<file path="config.mk">
export PLATFORM = sky130hd
export DESIGN_NAME = rs232_frame_tx
export DESIGN_NICKNAME = d
export VERILOG_FILES = /design/src/rtl/rs232_frame_tx.sv
export SDC_FILE = /design/constraint.sdc
export NUM_CORES = 1
export LEC_CHECK = 0
export BUFFER_PORTS_ARGS = -buffer_cell sky130_fd_sc_hd__buf_2
export CAP_MARGIN = 20
export CELL_PAD_IN_SITES_DETAIL_PLACEMENT = 0
export CELL_PAD_IN_SITES_GLOBAL_PLACEMENT = 1
export CORE_ASPECT_RATIO = 2
export CORE_MARGIN = 3
export CORE_UTILIZATION = 40
export CTS_BUF_LIST = sky130_fd_sc_hd__clkbuf_8
export CTS_CLUSTER_DIAMETER = 60
export DETAILED_ROUTE_END_ITERATION = 16
export GPL_TIMING_DRIVEN = 0
export PLACE_DENSITY_LB_ADDON = 0.1
export SLEW_MARGIN = 20
export SYNTH_ARGS = -nofsm -noshare
export SYNTH_HDL_FRONTEND = slang
export SYNTH_SLANG_ARGS = --single-unit
</file>
<file path="constraint.sdc">
create_clock -name clk -period 4 [get_ports clk]
set_input_delay 0.4 -clock clk [delete_from_list [all_inputs] [get_ports clk]]
set_output_delay 0.4 -clock clk [all_outputs]
set_load 0.01 [all_outputs]
</file>
<file path="src/rtl/rs232_frame_tx.sv">
// RS232 frame transmitter: one DATA_W-bit sample is sent as NCHUNK tagged UART
// characters (start, tag, payload, optional parity, stop bits, idle gap).
module rs232_frame_tx #(
  parameter int CLK_DIV   = 5208,
  parameter int DATA_W    = 12,
  parameter int CHUNK_W   = 7,
  parameter int PARITY    = 1,
  parameter int STOP_BITS = 1,
  parameter int GAP_BITS  = 1
) (
  input  logic              clk,
  input  logic              rst,
  input  logic [DATA_W-1:0] sample_i,
  input  logic              sample_valid_i,
  output logic              sample_ready_o,
  output logic              tx_o,
  output logic              busy_o,
  output logic              frame_done_o
);

  localparam int NCHUNK  = (DATA_W + CHUNK_W - 1) / CHUNK_W;
  localparam int TAG_W   = (NCHUNK <= 1) ? 1 : $clog2(NCHUNK);
  localparam int CHAR_W  = TAG_W + CHUNK_W;
  localparam int PAD_W   = NCHUNK * CHUNK_W;
  localparam int BIT_MAX = (GAP_BITS > CHAR_W) ? GAP_BITS : CHAR_W;
  localparam int BIT_CW  = $clog2(BIT_MAX);
  localparam int BAUD_CW = $clog2(CLK_DIV);

  if (CLK_DIV < 2 || DATA_W < 1 || CHUNK_W < 1 || PARITY < 0 || PARITY > 2 ||
      STOP_BITS < 1 || STOP_BITS > 2 || GAP_BITS < 0) begin : g_bad_param
    $error("rs232_frame_tx: illegal parameter value");
  end

  typedef enum logic [2:0] {S_IDLE, S_START, S_DATA, S_PAR, S_STOP, S_GAP} state_t;

  state_t             state, state_n;
  logic [BAUD_CW-1:0] baud_cnt, baud_n;
  logic [BIT_CW-1:0]  bit_cnt, bit_n;
  logic [TAG_W-1:0]   k, k_n;
  logic [PAD_W-1:0]   cap, cap_n;
  logic [CHUNK_W-1:0] chunk_n;
  logic [CHAR_W-1:0]  char_n;
  logic               bit_end, done_n, tx_n;

  assign bit_end        = (baud_cnt == BAUD_CW'(CLK_DIV - 1));
  assign sample_ready_o = (state == S_IDLE);
  assign busy_o         = (state != S_IDLE);

  always_comb begin
    state_n = state;
    baud_n  = bit_end ? '0 : baud_cnt + 1'b1;
    bit_n   = bit_cnt;
    k_n     = k;
    cap_n   = cap;
    done_n  = 1'b0;
    case (state)
      S_IDLE: begin
        baud_n = '0;
        bit_n  = '0;
        k_n    = '0;
        if (sample_valid_i) begin
          state_n = S_START;
          cap_n   = PAD_W'(sample_i);
        end
      end
      S_START: if (bit_end) begin
        state_n = S_DATA;
        bit_n   = '0;
      end
      S_DATA: if (bit_end) begin
        if (bit_cnt == BIT_CW'(CHAR_W - 1)) begin
          bit_n   = '0;
          state_n = (PARITY != 0) ? S_PAR : S_STOP;
        end else bit_n = bit_cnt + 1'b1;
      end
      S_PAR: if (bit_end) begin
        state_n = S_STOP;
        bit_n   = '0;
      end
      S_STOP: if (bit_end) begin
        if (bit_cnt == BIT_CW'(STOP_BITS - 1)) begin
          bit_n = '0;
          if (k == TAG_W'(NCHUNK - 1)) begin
            state_n = S_IDLE;
            done_n  = 1'b1;
          end else if (GAP_BITS == 0) begin
            state_n = S_START;
            k_n     = k + 1'b1;
          end else state_n = S_GAP;
        end else bit_n = bit_cnt + 1'b1;
      end
      S_GAP: if (bit_end) begin
        if (bit_cnt == BIT_CW'(GAP_BITS - 1)) begin
          bit_n   = '0;
          state_n = S_START;
          k_n     = k + 1'b1;
        end else bit_n = bit_cnt + 1'b1;
      end
      default: begin
        state_n = S_IDLE;
        baud_n  = '0;
        bit_n   = '0;
        k_n     = '0;
      end
    endcase
  end

  // tx is registered, so the line level is derived from the next state/counters
  always_comb begin
    chunk_n = '0;
    for (int j = 0; j < NCHUNK; j++)
      if (k_n == TAG_W'(j)) chunk_n = cap_n[j*CHUNK_W +: CHUNK_W];
    char_n = {chunk_n, k_n};
    tx_n   = 1'b1;
    case (state_n)
      S_START: tx_n = 1'b0;
      S_DATA:
        for (int i = 0; i < CHAR_W; i++)
          if (bit_n == BIT_CW'(i)) tx_n = char_n[i];
      S_PAR:   tx_n = (^char_n) ^ (PARITY == 2);
      default: tx_n = 1'b1;
    endcase
  end

  always_ff @(posedge clk) begin
    if (rst) begin
      state        <= S_IDLE;
      baud_cnt     <= '0;
      bit_cnt      <= '0;
      k            <= '0;
      cap          <= '1;
      tx_o         <= 1'b1;
      frame_done_o <= 1'b0;
    end else begin
      state        <= state_n;
      baud_cnt     <= baud_n;
      bit_cnt      <= bit_n;
      k            <= k_n;
      cap          <= cap_n;
      tx_o         <= tx_n;
      frame_done_o <= done_n;
    end
  end

endmodule

</file>
==> run metrics, run 1 <==
Startpoint Class flip-flop; DRC Markers 0; Fill cells 518; global-route wire length before repair 7.66 mm; # Max-Cap Violations 0; root buffer cell clkbuf_8; worst path required time 4.20 ns; status finished, final reports clean; worst slew pin tran 0.961 ns; mux cell area share after synthesis 0.0363; multi-input logic area 0.00115 sq mm; commonest non-fill, non-tap cells in the layout dfxtp_1, nor2_1, nand2_1; Hold WS 0.317 ns; leakage power 0.867 nW; clk slew on worst S/H paths 0.07 ns; Vias per Instance 5.30; Max VDD drop 212 uV; total clock sinks 36; Synth Register Bits 36; Finished Cell Area 0.00219 sq mm; syn_nets 251; GPL Wtd Cong 0.727; fmax 0.261 GHz; Synth Area in Simple Gates 0.286; core area 0.00464 sq mm; vias in the first global route 1656; area fraction in compound gates after synthesis 0.157; Detail Route Antenna Nets 0; Pwr per Cell Area 348 mW/mm^2; crit-path max FO 7; Final #Nets 276; clk_skew 0.00341 ns; CP endpoint kind flip-flop; total grt overflow 0; CTS Buf Count 5; Main synth FF type dfxtp_1; num ports 19; Period minus WS final 3.83 ns; Starting Density 0.415; Synth Instances 232; Die H 104 um; row cnt 35; drt pass-1 iters 4; Slew HR 0.354; final period utilization 0.957; largest net degree at the start of global routing 11; mean area per synthesized cell 8.31 sq um; max-slew violations 0; number of synthesized flops with an enable pin 0; Post-CTS Setup Bufs 0; final setup TNS 0 ns; area grow syn2layout 13.4%; Avg WL per Cell 15.4 um; register area 721 sq um; placed inst area 0.00209 sq mm; Worst EP arrival 4.03 ns; commonest non-fill, non-tap cell in the layout dfxtp_1; CP Class reg2reg; YS warnings 0; Post-synth ARST share 0; share of layout cells above drive strength 1 0.156; Post-Synth XOR/XNOR Area 0.0870; antenna violations before repair 0; CTS tree yes; Synth Area in Adders 0.0260; Fin. Hold Viols 0; violation count after the first detailed-route iteration 40; Hold Path Class in2reg; largest family of logic cells by synthesized area simple AND/OR/NAND/NOR gates; Max Root-Sink Buffers 2; final design utilization 0.471; register area share after synthesis 0.374; Hold Buf Count CTS 0; gr usage total 0.183; Max H-tree Level 2; Unique masters post-synth 52; post-DP HPWL 3.76 mm; Clk Latency, worst-skew pair 0.29 ns; WL final 4.79 mm; Chip Width 55.1 um; Post-Syn Area 0.00193 sq mm; final setup fails 0; die area 0.00574 sq mm; RSZ-0062 raised after global routing false; port bufs 18; Antenna Cells 0; routed vias 1655
metrics by stage:
step           total power [mW]  worst slack (ns)  std cells
6_report                  0.761             0.172        312
5_1_grt                   0.793            0.0108        312
4_1_cts                   0.774            0.0860        312
3_5_place_dp              0.486             0.102        305
3_3_place_gp              0.485             0.151        305
2_1_floorplan             0.453             0.513        232
cells by family (layout without fill, tap and decap cells):
family,after synthesis,after routing
AO/OA/AOI/OAI,44,44
XOR/XNOR,16,16
adder cells (fa/ha/maj),4,4
buffers and inverters,17,42
flip-flops,36,36
AND/OR/NAND/NOR,108,108
multiplexers,7,7
timing repair:
action	in CTS	in global routing
endpoints found under the setup margin	0	1
hold endpoints to repair	0	0
resized for setup	0	1
final timing paths:
kind                           from                   to  slack [ns]  cells after the start
max reg2reg  baud_cnt[9]$_SDFF_PP0_      tx_o$_SDFF_PP1_        0.17                     10
min reg2reg      cap[12]$_SDFF_PP1_   cap[12]$_SDFF_PP1_        0.46                      1
max          baud_cnt[9]$_SDFF_PP0_      tx_o$_SDFF_PP1_        0.17                     10
min                             rst  state[1]$_SDFF_PP0_        0.32                      2
state kept, by name, summed over array words and instances (netlist names):
register	cells
cap	14
baud_cnt	13
bit_cnt	3
state	3
frame_done_o	1
k	1
tx_o	1
per-layer routing:
layer | vias to the layer above | GRT usage | routed length (um)
met1 | 780 | 0.170 | 1710
met4 | 0 | 0.0696 | 76
met2 | 20 | 0.356 | 2890
met3 | 6 | 0.0301 | 120
li1 | 849 | - | -
met5 | - | 0 | 0
area by class of cell:
type | count | share of cell area
plain buffers | 11 | 0.0195
flip-flops and latches | 36 | 0.330
inverters | 6 | 0.0103
multi-input cells | 179 | 0.524
well taps | 55 | 0.0315
repair buffers | 18 | 0.0412
clock buffers | 7 | 0.0441
worst max-delay path, stage by stage, from the launching register on:
cell and delay (ns):
dfxtp_1 0.34, or4b_4 0.55, or4_1 0.48, clkbuf_2 0.19
or4_4 0.54, nand2_4 0.16, mux2i_2 0.32, a21oi_2 0.11
xnor3_1 0.36, xnor3_1 0.41, a311oi_1 0.27
cell usage after synthesis, types with 2 or more instances:
master,number,share of area
xor2_1,9,0.041
nor2b_1,2,0.0065
mux2i_1,7,0.036
inv_1,6,0.012
clkbuf_1,10,0.019
nand3b_1,7,0.027
o211ai_1,2,0.0078
ha_1,4,0.026
o21ai_2,2,0.0091
nor2_1,35,0.068
and2_1,4,0.013
o21ai_0,7,0.018
o21bai_1,6,0.023
a21oi_1,12,0.031
nor3b_1,2,0.0078
a21o_1,2,0.0078
or2_2,2,0.0065
xnor3_1,2,0.023
nor3_1,4,0.010
nand2_1,26,0.051
dfxtp_1,36,0.37
xnor2_1,5,0.023
nand3_1,11,0.029
power breakdown:
group | internal (mW) | switching, mW | total [mW] | leakage, nW
logic | 0.0457 | 0.0514 | 0.0970 | 0.523
registers | 0.373 | 0.00688 | 0.379 | 0.294
clock network | 0.154 | 0.131 | 0.284 | 0.0503
total | 0.572 | 0.189 | 0.761 | 0.867
Note: power is estimated with default switching activity, not from simulation.
==> run 2: changes to the inputs <==
--- a/config.mk
+++ b/config.mk
@@ -11,7 +11,7 @@
 export CELL_PAD_IN_SITES_GLOBAL_PLACEMENT = 1
 export CORE_ASPECT_RATIO = 2
 export CORE_MARGIN = 3
-export CORE_UTILIZATION = 40
+export CORE_UTILIZATION = 46
 export CTS_BUF_LIST = sky130_fd_sc_hd__clkbuf_8
 export CTS_CLUSTER_DIAMETER = 60
 export DETAILED_ROUTE_END_ITERATION = 16
==> run 2 against run 1 <==
  * Total power down 6.5%
  * Utilization is 7.4 points higher
  * Sequential share of layout area up 0.42 points
  * Die area shrank 12%
  * Register-to-register slack about the same
  * Setup slack improved by 0.013 ns
  * Routed wire length is 10% lower
  * Via count down 1.3%
  * Flip-flop and latch count did not move
  * Critical path type unchanged
  * Largest cell class unchanged
==> run metrics, run 2 (synthesis results as in run 1) <==
# Max-Cap Violations 0; clk slew on worst S/H paths 0.07 ns; Worst EP arrival 4.01 ns; worst path required time 4.20 ns; total grt overflow 0; cell mode on critical path xnor3_1; status finished, final reports clean; post_cts resized 0; share of layout cells above drive strength 1 0.148; Fill cells 382; Max H-tree Level 2; Period minus WS final 3.81 ns; Clk Latency, worst-skew pair 0.28 ns; Starting Density 0.486; Post-CTS Setup Bufs 0; drt pass-1 iters 5; FF-to-FF Start baud_cnt[9]$_SDFF_PP0_; Vias per Instance 5.31; post-DP HPWL 3.44 mm; CP max-delay cell or4b_4; Antenna Cells 0; max-slew violations 0; die area 0.00505 sq mm; Fin. Hold Viols 0; GPL Wtd Cong 0.794; CP Class reg2reg; Max Root-Sink Buffers 2; Hold Path Class in2reg; DRC Markers 0; Max VDD drop 230 uV; biggest regs cap x14, baud_cnt x13; Post-Place Setup Slack 0.186 ns; Hold Buf Count CTS 0; crit-path cells or4b_4, or4_1, clkbuf_2, or4_4, nand2_4, mux2i_1, a21oi_2, xnor3_1, xnor3_1, a311oi_1; WHS Path Cells 2; final setup TNS 0 ns; Final #Nets 276; violation count after the first detailed-route iteration 26; internal power 0.533 mW; Sw Ratio 0.250; capturing point of the worst reg2reg path tx_o$_SDFF_PP1_; gr usage total 0.195; CTS tree yes; routed vias 1634; Biggest register cap; largest net degree at the start of global routing 11; vias in the first global route 1666; Detail Route Antenna Nets 0; worst slew pin tran 0.887 ns; worst reg2reg setup slack 0.19 ns; Die H 97.6 um; P_sw 0.178 mW; antenna violations before repair 0; clk_skew 0.00278 ns; Startpoint Class flip-flop; row cnt 32; WL final 4.30 mm; final period utilization 0.954; Chip Width 51.8 um; num ports 19; Comb power frac 0.130; total clock sinks 36; core area 0.00396 sq mm; final design utilization 0.545; leakage power 0.860 nW; port bufs 18; final setup fails 0; area grow syn2layout 12.0%; sequential share of power 0.533; crit-path max FO 7; clock network power share 0.337; Hold Crit Start rst; commonest non-fill, non-tap cell in the layout dfxtp_1; Pwr per Cell Area 329 mW/mm^2; CTS Buf Count 5; Slew HR 0.404; root buffer cell clkbuf_8; Worst Hold Path EP state[1]$_SDFF_PP0_; Avg WL per Cell 14.0 um; post-route setup slack 0.185 ns; fmax 0.262 GHz; max incr delay on CP 0.55 ns; commonest non-fill, non-tap cells in the layout dfxtp_1, nor2_1, nand2_1; Register-to-Register Path Depth 10; RSZ-0062 raised after global routing false; CP endpoint kind flip-flop; max FFs per register 14; global-route wire length before repair 7.47 mm
## run 2: cell count changes in the layout (fill, tap and decap cells not counted), sizes merged
cell    previous run  this run
clkbuf            18        16
inv                6         7
clkinv             0         1
## run 2: critical path, delay by kind of cell (launching register included)
kind	cells	cell delay, ns
AND/OR/NAND/NOR	4	1.72
buffers and inverters	1	0.18
XOR/XNOR	2	0.72
multiplexers	1	0.40
AO/OA/AOI/OAI	2	0.37
flip-flops	1	0.34
## run 2: metrics by stage
stage	area, sq um	std cells	hold slack (ns)	power [mW]
4_1_cts	2160	308	0.304	0.722
5_1_grt	2160	308	0.320	0.747
3_3_place_gp	2080	301	0.444	0.479
2_1_floorplan	1930	232	0.426	0.453
3_5_place_dp	2080	301	0.449	0.481
6_report	2160	308	0.320	0.711
## run 2: worst max path at each step
stage	cells after the start	slack, ns	start	to
finish	10	0.19	baud_cnt[9]$_SDFF_PP0_	tx_o$_SDFF_PP1_
global placement	10	0.19	baud_cnt[9]$_SDFF_PP0_	tx_o$_SDFF_PP1_
CTS	10	0.16	baud_cnt[9]$_SDFF_PP0_	tx_o$_SDFF_PP1_
global route	10	0.01	baud_cnt[9]$_SDFF_PP0_	tx_o$_SDFF_PP1_
floorplan	10	0.51	baud_cnt[9]$_SDFF_PP0_	tx_o$_SDFF_PP1_
detailed placement	10	0.19	baud_cnt[9]$_SDFF_PP0_	tx_o$_SDFF_PP1_
## run 2: area by class of cell
class / instances / area, sq um / share of cell area
multi-input combinational: 179 / 1140 / 0.529
sequential: 36 / 721 / 0.334
timing repair buffer: 18 / 90.1 / 0.0417
clock buffer: 5 / 68.8 / 0.0319
tap: 51 / 63.8 / 0.0295
buffer: 11 / 42.5 / 0.0197
inverter: 6 / 22.5 / 0.0104
clock inverter: 2 / 8.76 / 0.00406
## run 2: power by group through the flow
stage	registers (mW)	logic [mW]	clock network, mW
after floorplan	0.387	0.0654	0
after detailed placement	0.387	0.0931	0
after CTS	0.379	0.0936	0.249
after global placement	0.388	0.0915	0
after global routing	0.381	0.103	0.263
final	0.379	0.0923	0.240
## run 2: layer usage
layer,wire length (um),share of wire,global-route usage
met3,152,0.035,0.0338
met5,0,0,0
met1,1520,0.35,0.201
met4,159,0.037,0.101
met2,2470,0.57,0.354
